<file path="config.mk">
export PLATFORM = sky130hd
export DESIGN_NAME = mips_muldiv_unit
export DESIGN_NICKNAME = d
export VERILOG_FILES = /design/src/rtl/mips_muldiv_unit.sv
export SDC_FILE = /design/constraint.sdc
export NUM_CORES = 1
export LEC_CHECK = 0
export CAP_MARGIN = 25
export CORE_MARGIN = 5
export CORE_UTILIZATION = 63
export DETAILED_ROUTE_END_ITERATION = 10
export PLACE_DENSITY = 0.95
export SLEW_MARGIN = 20
export SYNTH_ARGS = -nofsm -noshare
export SYNTH_HDL_FRONTEND = slang
export SYNTH_SLANG_ARGS = --single-unit
</file>
<file path="constraint.sdc">
create_clock -name clk -period 4.96 [get_ports clk]
set_clock_uncertainty 0.2 [all_clocks]
set_input_delay 0.744 -clock clk [delete_from_list [all_inputs] [get_ports clk]]
set_output_delay 0.744 -clock clk [all_outputs]
set_load 0.02 [all_outputs]
</file>
<file path="src/rtl/mips_muldiv_unit.sv">
// Iterative MIPS multiply/divide unit that owns the HI/LO pair.
// Define MULDIV_MADD_EN to add MADD/MADDU/MSUB/MSUBU, which accumulate into {HI,LO}.
module mips_muldiv_unit #(
    parameter int unsigned WIDTH = 32
) (
    input  logic             clk,
    input  logic             reset,
    input  logic             start,
    input  logic [3:0]       op,
    input  logic [WIDTH-1:0] src_a,
    input  logic [WIDTH-1:0] src_b,
    output logic             busy,
    output logic             done,
    output logic             div_by_zero,
    output logic [WIDTH-1:0] hi,
    output logic [WIDTH-1:0] lo
);

    localparam int unsigned DW = 2 * WIDTH;
    localparam int unsigned CW = $clog2(WIDTH);

    localparam logic [3:0] OP_MULT  = 4'b0000;
    localparam logic [3:0] OP_MULTU = 4'b0001;
    localparam logic [3:0] OP_DIV   = 4'b0010;
    localparam logic [3:0] OP_DIVU  = 4'b0011;
    localparam logic [3:0] OP_MTHI  = 4'b0100;
    localparam logic [3:0] OP_MTLO  = 4'b0101;

    typedef enum logic [1:0] {
        S_IDLE = 2'd0,
        S_RUN  = 2'd1,
        S_FIX  = 2'd2
    } state_t;

    state_t           r_state;
    logic             r_busy;
    logic             r_done;
    logic             r_dbz;
    logic [WIDTH-1:0] r_hi;
    logic [WIDTH-1:0] r_lo;
    logic [CW-1:0]    r_cnt;
    logic             r_is_div;
    logic             r_neg_q;
    logic             r_neg_r;
    logic             r_b_zero;
    logic [WIDTH-1:0] r_hi_acc;
    logic [WIDTH-1:0] r_lo_acc;
    logic [WIDTH-1:0] r_opnd;
`ifdef MULDIV_MADD_EN
    logic             r_acc_en;
    logic             r_acc_sub;
`endif

    logic             w_is_madd;
    logic             w_is_mul;
    logic             w_is_div;
    logic             w_signed;
    logic             w_sign_a;
    logic             w_sign_b;
    logic             w_b_zero;
    logic             w_launch;
    logic [WIDTH-1:0] w_a_abs;
    logic [WIDTH-1:0] w_b_abs;
    logic [WIDTH:0]   w_sum;
    logic [WIDTH:0]   w_shift;
    logic             w_ge;
    logic [WIDTH-1:0] w_rem_sub;
    logic [DW-1:0]    w_prod;
    logic [DW-1:0]    w_prod_fix;
    logic [DW-1:0]    w_mul_res;
    logic [WIDTH-1:0] w_quo_fix;
    logic [WIDTH-1:0] w_rem_fix;

    // Op decode; bit 0 selects unsigned for every mul/div/accumulate code
`ifdef MULDIV_MADD_EN
    assign w_is_madd = (op[3:2] == 2'b10);
`else
    assign w_is_madd = 1'b0;
`endif
    assign w_is_mul = (op == OP_MULT) | (op == OP_MULTU) | w_is_madd;
    assign w_is_div = (op == OP_DIV) | (op == OP_DIVU);
    assign w_signed = ~op[0];
    assign w_sign_a = w_signed & src_a[WIDTH-1];
    assign w_sign_b = w_signed & src_b[WIDTH-1];
    assign w_b_zero = (src_b == '0);
    assign w_a_abs  = w_sign_a ? -src_a : src_a;
    assign w_b_abs  = w_sign_b ? -src_b : src_b;
    assign w_launch = start & (r_state == S_IDLE) & (w_is_mul | w_is_div);

    // One shift-add multiply step: {carry, hi_acc, lo_acc} >> 1
    assign w_sum = {1'b0, r_hi_acc} + (r_lo_acc[0] ? {1'b0, r_opnd} : {(WIDTH+1){1'b0}});

    // One restoring divide step; a zero divisor shifts the dividend into hi_acc unchanged
    assign w_shift   = {r_hi_acc, r_lo_acc[WIDTH-1]};
    assign w_ge      = (w_shift >= {1'b0, r_opnd});
    assign w_rem_sub = w_shift[WIDTH-1:0] - r_opnd;

    // Sign correction of magnitude results
    assign w_prod     = {r_hi_acc, r_lo_acc};
    assign w_prod_fix = r_neg_q ? -w_prod : w_prod;
    assign w_quo_fix  = r_neg_q ? -r_lo_acc : r_lo_acc;
    assign w_rem_fix  = r_neg_r ? -r_hi_acc : r_hi_acc;

`ifdef MULDIV_MADD_EN
    logic [DW-1:0] w_acc_sum;
    assign w_acc_sum = r_acc_sub ? ({r_hi, r_lo} - w_prod_fix) : ({r_hi, r_lo} + w_prod_fix);
    assign w_mul_res = r_acc_en ? w_acc_sum : w_prod_fix;
`else
    assign w_mul_res = w_prod_fix;
`endif

    always_ff @(posedge clk) begin
        if (reset) begin
            r_state  <= S_IDLE;
            r_busy   <= 1'b0;
            r_done   <= 1'b0;
            r_dbz    <= 1'b0;
            r_hi     <= '0;
            r_lo     <= '0;
            r_cnt    <= '0;
            r_is_div <= 1'b0;
            r_neg_q  <= 1'b0;
            r_neg_r  <= 1'b0;
            r_b_zero <= 1'b0;
            r_hi_acc <= '0;
            r_lo_acc <= '0;
            r_opnd   <= '0;
`ifdef MULDIV_MADD_EN
            r_acc_en  <= 1'b0;
            r_acc_sub <= 1'b0;
`endif
        end else begin
            r_done <= 1'b0;
            case (r_state)
                S_IDLE: begin
                    if (w_launch) begin
                        r_state  <= S_RUN;
                        r_busy   <= 1'b1;
                        r_dbz    <= 1'b0;
                        r_cnt    <= '0;
                        r_is_div <= w_is_div;
                        // A zero divisor keeps the all-ones quotient unnegated
                        r_neg_q  <= (w_sign_a ^ w_sign_b) & ~(w_is_div & w_b_zero);
                        r_neg_r  <= w_sign_a;
                        r_b_zero <= w_b_zero;
                        r_hi_acc <= '0;
                        r_lo_acc <= w_a_abs;
                        r_opnd   <= w_b_abs;
`ifdef MULDIV_MADD_EN
                        r_acc_en  <= w_is_madd;
                        r_acc_sub <= op[1];
`endif
                    end else if (start && (op == OP_MTHI)) begin
                        r_hi  <= src_a;
                        r_dbz <= 1'b0;
                    end else if (start && (op == OP_MTLO)) begin
                        r_lo  <= src_a;
                        r_dbz <= 1'b0;
                    end
                end
                S_RUN: begin
                    if (r_is_div) begin
                        r_hi_acc <= w_ge ? w_rem_sub : w_shift[WIDTH-1:0];
                        r_lo_acc <= {r_lo_acc[WIDTH-2:0], w_ge};
                    end else begin
                        r_hi_acc <= w_sum[WIDTH:1];
                        r_lo_acc <= {w_sum[0], r_lo_acc[WIDTH-1:1]};
                    end
                    r_cnt <= r_cnt + CW'(1);
                    if (r_cnt == CW'(WIDTH - 1)) begin
                        r_state <= S_FIX;
                    end
                end
                S_FIX: begin
                    if (r_is_div) begin
                        r_hi <= w_rem_fix;
                        r_lo <= w_quo_fix;
                    end else begin
                        {r_hi, r_lo} <= w_mul_res;
                    end
                    r_dbz   <= r_is_div & r_b_zero;
                    r_busy  <= 1'b0;
                    r_done  <= 1'b1;
                    r_state <= S_IDLE;
                end
                default: begin
                    r_state <= S_IDLE;
                    r_busy  <= 1'b0;
                end
            endcase
        end
    end

    assign busy        = r_busy;
    assign done        = r_done;
    assign div_by_zero = r_dbz;
    assign hi          = r_hi;
    assign lo          = r_lo;

endmodule
</file>
==> run_results.csv <==
group,metric,value,unit
status,status,"complete, no violations",
cells_and_area,fin_cells,2254,
setup_path,critPathBufInv,3,
power,p_total,3.82,mW
power,p_leak,6.09,nW
place,dpl.cell_count,2223,
sta,report.final.slew_viol_count,0,
cells_and_area,final_util,73.6,%
cts,clock-root-buffer,"clkbuf_16",
synth,avgSynthCellArea,7.36,um2
cts,clkTransAtPathRegs,80,ps
synth,syn_nets,2039,
flow_run,cap_violations,0,
power,clock_power_share,36.5,%
setup_path,cp_data_arrival_time,4290,ps
setup_path,endpoint_kind,"register",
setup_path,cpMaxStageDelayCell,"dfxtp_1",
sta,slew_headroom,30.3,%
grt,grt_start_max_net_pins,66,
setup_path,critPathKind,"register to register",
drt,ant_nets,0,
sta,final-hold-violation-count,0,
setup_path,reg2reg_from,"r_lo_acc[0]$_SDFFE_PP0P_",
power,seqPwrFrac,39.4,%
sta,fin_crit_sh,84.1,%
synth,yosys_register_bits,174,
die,die_area,25200,um2
cts,clock_latency,440,ps
power,max-vdd-ir-drop,0.200,mV
sta,setup_viol,0,
cts,cts_resized,0,
place,dp_slack,919,ps
cells_and_area,fin_nets,2105,
setup_path,path_cells,"and2_1, ha_1, inv_1, fa_1, nand2b_1, a21oi_1, o21ai_0, buf_4, a211oi_1, buf_4, o21ai_1, a21oi_1, nor4_1, o311a_1, a2111oi_0",
setup_path,reg2reg_to,"r_hi_acc[29]$_SDFFE_PP0P_",
grt,grt_use_total,36.6,%
cells_and_area,fin_area,16100,um2
setup_path,cp_top_family,"compound AO/OA/AOI/OAI gates",
place,io_buffers,137,
power,power_density,238,nW/um2
cts,cts_setup_buffers,0,
sta,rsz0062_at_grt,"no",
synth,synth-edff-count,0,
die,die_x,159,um
cells_and_area,multi_input_area,9790,um2
setup_path,r2r_slack,790,ps
grt,antenna_found_initial,0,
synth,ys_top_cells_by_area,"dfxtp_1 (25%), a21oi_1 (7.2%), nor2_1 (6.5%)",
setup_path,slowest_delay,490,ps
sta,tns,0,ps
cells_and_area,antennaDiodeCount,0,
die,ios,138,
synth,yosysSeqAreaShare,25.0,%
synth,synth_top_area_share,25.0,%
worst_hold_path,min_to,"hi[0]$_SDFFE_PP0P_",
grt,grt_pass1_wl,76700,um
synth,syn_inst,1896,
worst_hold_path,hp-class,"register to register",
cts,cts_max_path_buffers,2,
cts,cts-hold-fix-buffers,0,
place,hpwl,36400,um
setup_path,crit_required,5080,ps
cells_and_area,seqCellArea,3480,um2
cts,cts_tree,"built",
drt,wire_per_inst,21.8,um
cells_and_area,area_delta_synth_final,15.1,%
sta,setup_ws,786,ps
synth,yosys_warnings,0,
drt,via_count,15300,
grt,first_global_vias,14400,
synth,syn_area,13900,um2
cells_and_area,fillers,1750,
die,start_util,63.9,%
drt,via_per_inst,6.81,
drt,dr.pass1.iters,7,
sta,hold_slack,260,ps
synth,synth_area_leader_cell,"dfxtp_1",
die,rows,54,
place,place.gp.congestion,0.984,
power,p_switching,1.30,mW
cts,cts.sinks,174,
setup_path,path_max_fanout,7,
power,swShare,34.2,%
sta,clock.fmax,240,MHz
synth,synthDistinctLibCells,78,
drt,drtIter0Drc,1862,
drt,drc,0,
die,core,21800,um2
cells_and_area,drive_gt1_share,4.66,%
grt,grt.overflow.total,0,
cts,cts_buffers,17,
power,p_comb_share,24.1,%
synth,synthArstFlopShare,0,%
sta,tightest_slew,1040,ps
synth,synth_ff_type,"dfxtp_1",
worst_hold_path,hold_depth,2,
worst_hold_path,hp-start,"hi[0]$_SDFFE_PP0P_",
place,placed_area,15500,um2
setup_path,r2r_cells,15,
sta,min_period,4170,ps
setup_path,start_kind,"register",
drt,totalWireLength,49200,um
cts,cts.htree.levels,4,
power,p_int,2.51,mW
die,die_h,159,um
## worst reg2reg max path, stage by stage, from the launching register on
cell and delay [ps]:
dfxtp_1 490, and2_1 180, ha_1 220, inv_1 80, fa_1 390, nand2b_1 220, a21oi_1 230, o21ai_0 170
buf_4 190, a211oi_1 210, buf_4 190, o21ai_1 120, a21oi_1 330, nor4_1 90, o311a_1 360, a2111oi_0 380
## how the worst max path moves through the flow
stage / endpoint / from / depth (start not counted)
3_3_place_gp: r_lo_acc[30]$_SDFFE_PP0P_ / src_a[5] / 10
6_report: r_hi_acc[29]$_SDFFE_PP0P_ / r_lo_acc[0]$_SDFFE_PP0P_ / 15
5_1_grt: r_hi_acc[29]$_SDFFE_PP0P_ / r_lo_acc[0]$_SDFFE_PP0P_ / 15
2_1_floorplan: r_hi_acc[29]$_SDFFE_PP0P_ / r_lo_acc[0]$_SDFFE_PP0P_ / 13
4_1_cts: r_hi_acc[29]$_SDFFE_PP0P_ / r_lo_acc[0]$_SDFFE_PP0P_ / 15
3_5_place_dp: r_lo_acc[30]$_SDFFE_PP0P_ / src_a[5] / 10
## synthesized netlist by cell type, drive strengths merged, types with 18 or more instances
cell      n
xor2     81
inv      65
nor2b    18
xnor2    76
nor4     20
nand3    43
ha       70
a21oi   200
nand2   155
nor2    242
a211oi  115
o21ai   139
mux2i    44
dfxtp   174
clkbuf  108
a21o     32
nor3     36
o31ai    19
or3      26
## registers in the layout, summed over array words and instances (netlist names), 2 cells and up
| name | flops |
|---|---|
| r_opnd | 32 |
| r_lo_acc | 32 |
| r_hi_acc | 32 |
| hi | 32 |
| r_state | 2 |
| r_cnt | 5 |
| lo | 32 |
## power groups by stage
stage / clock network, mW / registers, mW / logic (mW)
2_1_floorplan: 0 / 1.52 / 0.591
3_3_place_gp: 0 / 1.53 / 0.871
3_5_place_dp: 0 / 1.53 / 0.885
4_1_cts: 1.38 / 1.50 / 0.893
5_1_grt: 1.44 / 1.51 / 0.980
6_report: 1.39 / 1.50 / 0.920
## placed cells by master, fill, tap and decap left out, types with 5 or more instances in the layout
cell,count
a211oi_1,114
or4_1,8
buf_4,30
nand2_1,154
o221ai_1,5
nand4_1,8
o31ai_1,19
o41ai_1,11
nor2b_1,16
dfxtp_1,173
or3_1,25
a311oi_1,15
nor3_1,33
o21ai_0,137
a21oi_1,200
or2_2,5
nor4_1,19
a2111oi_0,10
nor2_1,242
clkbuf_16,17
clkdlybuf4s50_1,136
o211ai_1,17
nor3b_1,5
ha_1,70
nand3_1,42
a211o_1,7
and3_1,10
and2_1,10
mux2i_1,44
a31oi_1,9
o21a_1,8
nand2b_1,11
xor2_1,81
a221oi_1,5
xnor2_1,76
o22ai_1,5
a22oi_1,16
inv_1,65
a21o_1,32
## cell families (layout without fill, tap and decap cells)
kind of cell             Yosys count  after routing  share of synthesized area (%)
AO/OA/AOI/OAI                    649            649                           29.9
multiplexers                      44             44                           3.16
AND/OR/NAND/NOR                  615            615                           20.5
adder cells (fa/ha/maj)           72             72                           6.57
XOR/XNOR                         157            157                           9.86
flip-flops                       174            174                           25.0
buffers and inverters            185            263                           5.07
## per-layer routing
| layer | global-route usage (%) | vias to the layer above | wire (um) |
|---|---|---|---|
| met5 | 0 | - | 0 |
| met1 | 47.1 | 7050 | 19000 |
| li1 | - | 7051 | - |
| met4 | 19.0 | 0 | 2900 |
| met2 | 58.8 | 1013 | 21900 |
| met3 | 6.25 | 227 | 5330 |
## layout make-up
type | instances | area share [%]
Tap cell | 280 | 2.18
Timing Repair Buffer | 167 | 10.0
Inverter | 65 | 1.52
Sequential cell | 174 | 21.7
Clock inverter | 13 | 0.943
Multi-Input combinational cell | 1537 | 61.0
Clock buffer | 18 | 2.67
(Power assumes the default switching activity.)
